<file path="src/rtl/fetch_exec_pkg.sv">
// fetch_exec_pkg: state encoding and opcode constants shared by the fetch/execute core
package fetch_exec_pkg;
  typedef enum logic [2:0] {
    S_IDLE   = 3'd0,
    S_FETCH  = 3'd1,
    S_DECODE = 3'd2,
    S_EXEC   = 3'd3,
    S_MEMRD  = 3'd4
  } state_t;
  localparam logic [3:0] OP_NOP = 4'h0;
  localparam logic [3:0] OP_LDI = 4'h1;
  localparam logic [3:0] OP_LD  = 4'h2;
  localparam logic [3:0] OP_ST  = 4'h3;
  localparam logic [3:0] OP_ADD = 4'h4;
  localparam logic [3:0] OP_JMP = 4'h5;
  localparam logic [3:0] OP_JZ  = 4'h6;
  localparam logic [3:0] OP_HLT = 4'hF;
  function automatic logic needs_memrd(input logic [3:0] op);
    return op == OP_LD || op == OP_ADD;
  endfunction
endpackage

</file>
<file path="src/rtl/fe_pc.sv">
// fe_pc: program counter register; clk/rst, ld_i+ld_val_i load (wins over inc_i), inc_i wraps mod 2^AW, pc_o current value
module fe_pc #(
  parameter int AW = 12
) (
  input  logic          clk,
  input  logic          rst,
  input  logic          ld_i,
  input  logic          inc_i,
  input  logic [AW-1:0] ld_val_i,
  output logic [AW-1:0] pc_o
);
  logic [AW-1:0] pc_q;
  always_ff @(posedge clk) begin
    if (rst) pc_q <= '0;
    else if (ld_i) pc_q <= ld_val_i;
    else if (inc_i) pc_q <= pc_q + AW'(1);
  end
  assign pc_o = pc_q;
endmodule

</file>
<file path="src/rtl/fetch_exec_core.sv">
// fetch_exec_core: accumulator core with FETCH/DECODE/EXEC/MEMRD sequencing over a synchronous-read memory.
// Ports: clk, rst (sync, active-high), run/halt control, mem_addr/mem_wdata/mem_we/mem_rdata memory bus,
// pc/ir/acc/carry architectural state, busy (not IDLE). Optional single-step input step when FETCH_EXEC_STEP_EN is defined.
module fetch_exec_core
  import fetch_exec_pkg::*;
#(
  parameter int AW = 12,
  parameter int DW = 16
) (
  input  logic          clk,
  input  logic          rst,
  input  logic          run,
  input  logic          halt,
`ifdef FETCH_EXEC_STEP_EN
  input  logic          step,
`endif
  output logic [AW-1:0] mem_addr,
  output logic [DW-1:0] mem_wdata,
  output logic          mem_we,
  input  logic [DW-1:0] mem_rdata,
  output logic [AW-1:0] pc,
  output logic [DW-1:0] ir,
  output logic [DW-1:0] acc,
  output logic          carry,
  output logic          busy
);
  state_t        state_q, state_d;
  logic [DW-1:0] ir_q, ir_d, acc_q, acc_d;
  logic          carry_q, carry_d, step_q, step_d;
  logic [3:0]    op;
  logic [AW-1:0] addr, pc_q;
  logic          step_in, go, stop, mem_op, pc_ld;
  logic [DW:0]   sum;
`ifdef FETCH_EXEC_STEP_EN
  assign step_in = step;
`else
  assign step_in = 1'b0;
`endif
  assign op = ir_q[DW-1:DW-4];
  if (AW > DW-4) begin : g_zx
    assign addr = {{(AW-DW+4){1'b0}}, ir_q[DW-5:0]};
  end else begin : g_tr
    assign addr = ir_q[AW-1:0];
  end
  assign go     = (run || step_in) && !halt;
  // a stepped instruction always returns to IDLE, whatever run says
  assign stop   = halt || op == OP_HLT || step_q;
  assign mem_op = op == OP_LD || op == OP_ADD || op == OP_ST;
  assign pc_ld  = state_q == S_EXEC && (op == OP_JMP || (op == OP_JZ && acc_q == '0));
  assign sum    = {1'b0, acc_q} + {1'b0, mem_rdata};
  fe_pc #(.AW(AW)) u_pc (
    .clk     (clk),
    .rst     (rst),
    .ld_i    (pc_ld),
    .inc_i   (state_q == S_DECODE),
    .ld_val_i(addr),
    .pc_o    (pc_q)
  );
  always_comb begin
    state_d = state_q;
    ir_d    = ir_q;
    acc_d   = acc_q;
    carry_d = carry_q;
    step_d  = step_q;
    case (state_q)
      S_IDLE: begin
        state_d = go ? S_FETCH : S_IDLE;
        step_d  = go ? step_in : step_q;
      end
      S_FETCH:  state_d = S_DECODE;
      S_DECODE: begin
        ir_d    = mem_rdata;
        state_d = S_EXEC;
      end
      S_EXEC: begin
        acc_d   = op == OP_LDI ? {4'b0, ir_q[DW-5:0]} : acc_q;
        state_d = needs_memrd(op) ? S_MEMRD : stop ? S_IDLE : S_FETCH;
      end
      S_MEMRD: begin
        acc_d   = op == OP_ADD ? sum[DW-1:0] : mem_rdata;
        carry_d = op == OP_ADD ? sum[DW] : carry_q;
        state_d = stop ? S_IDLE : S_FETCH;
      end
      default: state_d = S_IDLE;
    endcase
  end
  always_ff @(posedge clk) begin
    if (rst) begin
      state_q <= S_IDLE;
      ir_q    <= '0;
      acc_q   <= '0;
      carry_q <= 1'b0;
      step_q  <= 1'b0;
    end else begin
      state_q <= state_d;
      ir_q    <= ir_d;
      acc_q   <= acc_d;
      carry_q <= carry_d;
      step_q  <= step_d;
    end
  end
  assign mem_addr  = (state_q == S_EXEC && mem_op) ? addr : pc_q;
  assign mem_wdata = acc_q;
  // gated by rst so a reset landing on the store cycle drops the write
  assign mem_we    = state_q == S_EXEC && op == OP_ST && !rst;
  assign pc        = pc_q;
  assign ir        = ir_q;
  assign acc       = acc_q;
  assign carry     = carry_q;
  assign busy      = state_q != S_IDLE;
endmodule

</file>
<file path="config.mk">
export PLATFORM = sky130hd
export DESIGN_NAME = fetch_exec_core
export DESIGN_NICKNAME = d
export VERILOG_FILES = /design/src/rtl/fetch_exec_pkg.sv /design/src/rtl/fe_pc.sv /design/src/rtl/fetch_exec_core.sv
export SDC_FILE = /design/constraint.sdc
export NUM_CORES = 1
export LEC_CHECK = 0
export BUFFER_PORTS_ARGS = -buffer_cell sky130_fd_sc_hd__clkbuf_2
export CAP_MARGIN = 20
export CORE_ASPECT_RATIO = 0.6
export CORE_MARGIN = 4
export CORE_UTILIZATION = 45
export DETAILED_ROUTE_END_ITERATION = 8
export PLACE_DENSITY = 0.7
export SETUP_SLACK_MARGIN = 0.1
export SYNTH_ARGS = -nofsm -noshare
export SYNTH_HDL_FRONTEND = slang
export SYNTH_SLANG_ARGS = --single-unit
</file>
<file path="constraint.sdc">
create_clock -name clk -period 4.7 [get_ports clk]
set_input_delay 0.705 -clock clk [delete_from_list [all_inputs] [get_ports clk]]
set_output_delay 0.705 -clock clk [all_outputs]
set_load 0.005 [all_outputs]
</file>
Yosys cells after proc, flatten, opt, wreduce, memory -nomap -nowiden
Cells that the tools add are included.
{"block": "classes", "n_addsub": 2, "n_eq_ne": 12, "n_mux": 10, "reduce_logical": 19}
{"operator": "$mux W12", "count": 3}
{"operator": "$mux W16", "count": 2}
{"operator": "$pmux W16 S2", "count": 1}
{"operator": "$add A16 B16 Y17", "count": 1}
{"operator": "$logic_not A16 Y1", "count": 1}
{"operator": "$pmux W3 S5", "count": 1}
{"operator": "$add A12 B1 Y12 const B", "count": 1}
{"operator": "$eq A4 B3 Y1 const B", "count": 3}
{"operator": "$eq A4 B2 Y1 const B", "count": 2}
{"operator": "$eq A3 B2 Y1 const B", "count": 2}
{"operator": "$logic_and A1 B1 Y1", "count": 6}
{"operator": "$eq A4 B1 Y1 const B", "count": 1}
{"operator": "$eq A4 B4 Y1 const B", "count": 1}
{"operator": "$logic_or A1 B1 Y1", "count": 4}
{"operator": "$reduce_and A2 Y1", "count": 2}
{"operator": "$reduce_bool A2 Y1", "count": 2}
{"operator": "$eq A3 B1 Y1 const B", "count": 1}
{"operator": "$eq A3 B3 Y1 const B", "count": 1}
{"operator": "$logic_not A3 Y1", "count": 1}
{"operator": "$mux W3", "count": 1}
{"operator": "$reduce_bool A3 Y1", "count": 1}
{"operator": "$logic_not A1 Y1", "count": 2}
{"operator": "$mux W1", "count": 2}
{"operator": "$ne A2 B1 Y1 const B", "count": 1}
{"block": "word_totals", "reg_bits": 48, "in_bits": 20, "output_inout_bits": 75, "wordCells": 48}

Longest topological paths before layout
{"block": "depth", "ltp_word": 5, "depth_mapped": 8}

By module
Synthesis repeated with hierarchy kept, for this count alone.
{"block": "unflattened", "cells_unflattened": 430, "area_unflattened_um2": 3515.9}
{"mod": "fetch_exec_core", "n_inst": 1, "cells_each": 348, "area_each_um2": 2830.2}
{"mod": "fe_pc", "n_inst": 1, "cells_each": 82, "area_each_um2": 685.7}

Least setup slack after synthesis
OpenSTA, ideal clock, no wires.
{"block": "synth_timing", "path_type": "input to register", "startpoint": "input port mem_rdata[0]", "endpoint": "register acc_q[14] (netlist: acc[14])", "setup_ns": 0.115, "arrival_time_ns": 2.500, "slack_ns": 2.086, "path_stages": 8, "path_buffers": 0, "cell_sequence": "ha_1 -> fa_1 -> a21o_1 -> a31o_2 -> a21oi_1 -> a21oi_2 -> xnor2_1 -> a2111oi_0"}
{"block": "synth_via", "elab_chain_cells": 3}
{"item": "start, declared", "line_no": "fetch_exec_core.sv:20", "text": "input logic [DW-1:0] mem_rdata,"}
{"item": "$add A16 B16 Y17", "line_no": "fetch_exec_core.sv:50", "text": "assign sum = {1'b0, acc_q} + {1'b0, mem_rdata};"}
{"item": "$mux W16", "line_no": "fetch_exec_core.sv:80", "text": "acc_d = op == OP_ADD ? sum[DW-1:0] : mem_rdata;"}
{"item": "$pmux W16 S2", "line_no": "fetch_exec_core.sv:65", "text": "case (state_q)"}
{"item": "end signal, assigned", "line_no": "fetch_exec_core.sv:91", "text": "acc_q <= '0;"}
{"item": "end signal, assigned", "line_no": "fetch_exec_core.sv:97", "text": "acc_q <= acc_d;"}
{"item": "end, declared", "line_no": "fetch_exec_core.sv:28", "text": "logic [DW-1:0] ir_q, ir_d, acc_q, acc_d;"}
Every way passes these cells.
A chain may end at the register's enable or synchronous reset.

Final worst setup path
Ends and elaborated chain as after synthesis.

==> flow_summary.rst <==
.. list-table::
   :header-rows: 1

   * - Metric
     - Value
   * - Result of the run
     - finished clean
   * - Area of the die
     - between 9000 and 10,000 um^2
   * - Maximum number of pins on one net before global-route repair
     - 50
   * - Minimum clock period
     - 2760 ps
   * - Clock Skews
     - just over 5 ps
   * - Async set-or-reset flop fraction in the synthesized netlist
     - 0%
   * - Cells after synthesis
     - 419
   * - Delay contributed by the slowest stage of the critical path
     - 420 ps
   * - Final-report setup violation count
     - 0
   * - Buffer depth of the longest clock path
     - 2
   * - Summed negative setup slack over all endpoints
     - 0 ps
   * - Final count of pins violating max slew
     - 0
   * - Worst setup SP type
     - input port
   * - Clock latency of the later-clocked register in the worst-skew pair
     - 300 ps
   * - Number of register bits inferred by synthesis
     - 48
   * - Number of maximum-capacitance violations
     - 0
   * - TritonCTS clock tree
     - done
   * - Number of optimization iterations in the first detailed-route pass
     - 5
   * - Number of antenna violations at the first check in global routing
     - 0
   * - CP Data Required Time
     - a little under 5000 ps
   * - Growth of design area from synthesis to finish
     - 15.4%
   * - Reg2reg start
     - acc[0]
   * - Most instantiated cells after synthesis
     - 51 x sky130_fd_sc_hd__nand2_1, 49 x sky130_fd_sc_hd__a21oi_1, 48 x sky130_fd_sc_hd__dfxtp_1, 39 x sky130_fd_sc_hd__nor2_1
   * - Capture point of the critical path
     - acc[14]
   * - Main synth FF type
     - sky130_fd_sc_hd__dfxtp_1
   * - Slack of the worst reg-to-reg path
     - 2070 ps
   * - RePlAce Congestion
     - approximately 0.96
   * - Global routing usage summed across all routing layers
     - between 20% and 30%
   * - Cell accounting for the most synthesized area
     - sky130_fd_sc_hd__dfxtp_1
   * - Type of the tightest min-delay check
     - flop to flop
   * - Grt ovf
     - 0
   * - Clock slew at the register clock pins of the worst setup and hold paths
     - 70 ps
   * - Arrival time of the worst setup path
     - 2930 ps
   * - Synth Net Count
     - 457
   * - Count of flip-flops with a built-in enable after synthesis
     - 0
   * - Synthesized cell area
     - about 3400 um^2
   * - Area of the placeable core
     - approximately 7400 um^2
   * - Number of CTS-inserted buffers
     - 5
   * - Average cell area after synthesis
     - just over 8 um^2
   * - Post-detailed-route via-to-cell ratio
     - 5.77
   * - Slew at the pin with the worst max-slew slack
     - 876 ps
   * - Kind of end point of the critical path
     - flop
   * - Filler cell count in the final layout
     - 717
   * - Cell with the largest stage delay on the worst path
     - sky130_fd_sc_hd__a2111oi_0
   * - FMAX
     - about 0.36 GHz
   * - Total power density per cell area
     - 249 nW/um^2
   * - DRT Wirelength
     - between 9000 and 10,000 um
   * - Count of buffering cells on the critical path with inverters included
     - 1
   * - Yosys warning count
     - 0
   * - Ports
     - 95
   * - Critical-path maximum fanout
     - 3
   * - Final worst-path cycle share
     - 58.6%
   * - Proportion of layout cells with a drive suffix above 1
     - 28.6%
   * - Sequential share of the synthesized area
     - 27.9%
   * - Floorplan row count
     - 24
   * - H-Tree Depth
     - 2
   * - Synth top area cells
     - sky130_fd_sc_hd__dfxtp_1 28%, sky130_fd_sc_hd__a21oi_1 7.1%, sky130_fd_sc_hd__ha_1 6.2%
   * - Peak VDD IR
     - between 0.00015 and 0.0002 V
   * - Worst setup path startpoint
     - mem_rdata[0]
   * - Slew headroom
     - 41.6%
   * - Cell type group with the largest total delay on the critical path
     - compound AO/OA/AOI/OAI gates
   * - Vertical extent of the die
     - ~76 um
   * - Quantity of gates resized following cts
     - 0
   * - Hold buffers post-CTS
     - 0
   * - Initial Utilization
     - 46.8%
   * - Clock sink count
     - 48
   * - Length of routed met3 wiring
     - 770 um
   * - Post-CTS Repair Setup Buffers
     - 0
   * - Initial DRC count
     - 248
   * - Reg2reg path depth
     - 8
   * - Floorplan die width
     - 121 um
   * - Layout Nets
     - 520
   * - Number of cells on the critical path
     - 9
   * - Top-count cell post-synth
     - sky130_fd_sc_hd__nand2_1
   * - IO buf count
     - 94
   * - Cell-by-cell listing of the critical path
     - clkbuf_2, ha_1, fa_1, a21o_1, a31o_2, a21oi_1, a21oi_2, xnor2_1, a2111oi_0
   * - Count of cell types in the netlist
     - 63
   * - Inserted Diodes
     - 0
   * - Antenna-violating nets left
     - 0
   * - Static leakage power
     - roughly 1.8 nW
   * - Wire length on met2
     - 4000 um
   * - Via Count
     - 3,389
   * - Wire per inst
     - 16.8 um
   * - Hold violation count in the final report
     - 0
   * - Fin util
     - 54.0%
   * - M1 WL
     - 4970 um
   * - Vias in the first global route
     - 2,921
   * - Root buffer cell
     - sky130_fd_sc_hd__clkbuf_16
   * - Critical path class
     - input port to flop
   * - Share of the synthesized area in the top cell type
     - ~28%
   * - Uppermost metal layer occupied by signal nets
     - met4
   * - Setup repair after global routing missed its margin
     - no
   * - Detailed placement HPWL
     - 7350 um
   * - Origin of the worst min-delay path
     - ir[10]
   * - Wire length of the first global-routing pass
     - 15,500 um
   * - Count of unresolved DRC violations after routing
     - 0
   * - Reg-to-reg critical path endpoint
     - acc[14]
==> through the flow <==
step	area [um^2]	setup WS (ps)	instances	hold WS (ps)	power (mW)
2_1_floorplan	3440	2090	419	486	0.525
3_3_place_gp	3800	1790	579	493	0.568
3_5_place_dp	3800	1710	579	503	0.569
4_1_cts	3970	2010	587	513	0.995
5_1_grt	3970	1880	587	543	1.03
6_report	3970	1940	587	510	0.988
==> power breakdown <==
group,internal [mW],switching (mW)
registers,0.418,0.0225
clock network,0.253,0.175
logic,0.0486,0.0705
total,0.720,0.268
==> how the worst min path moves through the flow <==
stage | cells past startpoint | endpoint | slack [ps]
after floorplan | 2 | ir[1] | 490
after global placement | 2 | u_pc.pc_o[8] | 490
after detailed placement | 2 | u_pc.pc_o[10] | 500
after CTS | 2 | u_pc.pc_o[10] | 510
after global routing | 2 | ir[10] | 540
final | 2 | ir[10] | 510
==> per-layer routing <==
layer  up-vias  track usage, %
met2       140            31.7
met3         9            4.30
met4         0            5.28
met1      1587            31.7
li1       1653               -
met5         -               0
==> layout make-up <==
type,count,area [um^2],area share [%]
multi-input cells,327,2200,55.5
clock buffers,5,125,3.15
well taps,104,130,3.28
repair buffers,97,493,12.4
inverters,3,11.3,0.284
flip-flops and latches,48,961,24.2
clock inverters,3,46.3,1.17
==> kinds of logic (layout without fill, tap and decap cells) <==
kind of cell	Yosys count	in the layout	share of synthesized area [%]
muxes	25	25	7.78
buffers and inverters	44	108	8.15
xor gates and xnor gates	19	19	4.84
adders and majority gates	18	18	6.77
AOI/OAI and AO/OA	117	117	23.1
DFF	48	48	27.9
and+or+nand+nor	148	148	21.4
==> cells in the final DEF, fill, tap and decap left out, types with 8 or more instances in the layout <==
cell type / netlist / routed
sky130_fd_sc_hd__clkbuf_2: 1 / 94
sky130_fd_sc_hd__nand2_1: 51 / 51
sky130_fd_sc_hd__a21oi_1: 49 / 49
sky130_fd_sc_hd__dfxtp_1: 48 / 48
sky130_fd_sc_hd__nor2_1: 39 / 39
sky130_fd_sc_hd__a211oi_1: 17 / 17
sky130_fd_sc_hd__ha_1: 17 / 17
sky130_fd_sc_hd__mux2_2: 14 / 14
sky130_fd_sc_hd__xnor2_1: 14 / 14
sky130_fd_sc_hd__nand3_1: 12 / 12
sky130_fd_sc_hd__mux2i_1: 11 / 11
sky130_fd_sc_hd__o21ai_0: 9 / 9
sky130_fd_sc_hd__a31oi_1: 9 / 9
sky130_fd_sc_hd__nor4_1: 8 / 8
==> worst register-to-register path, delay by kind of cell, from the launching register on <==
family          cells  cell delay, ps
compound gates      5            1340
flops               1             370
fa+ha+maj           2             650
xor+xnor            1             140
==> flip-flops by register name, summed over array words and instances (netlist names) <==
signal / cells
acc: 16
u_pc.pc_o: 12
state_q: 3
ir: 16
carry: 1
(Power assumes the default switching activity.)
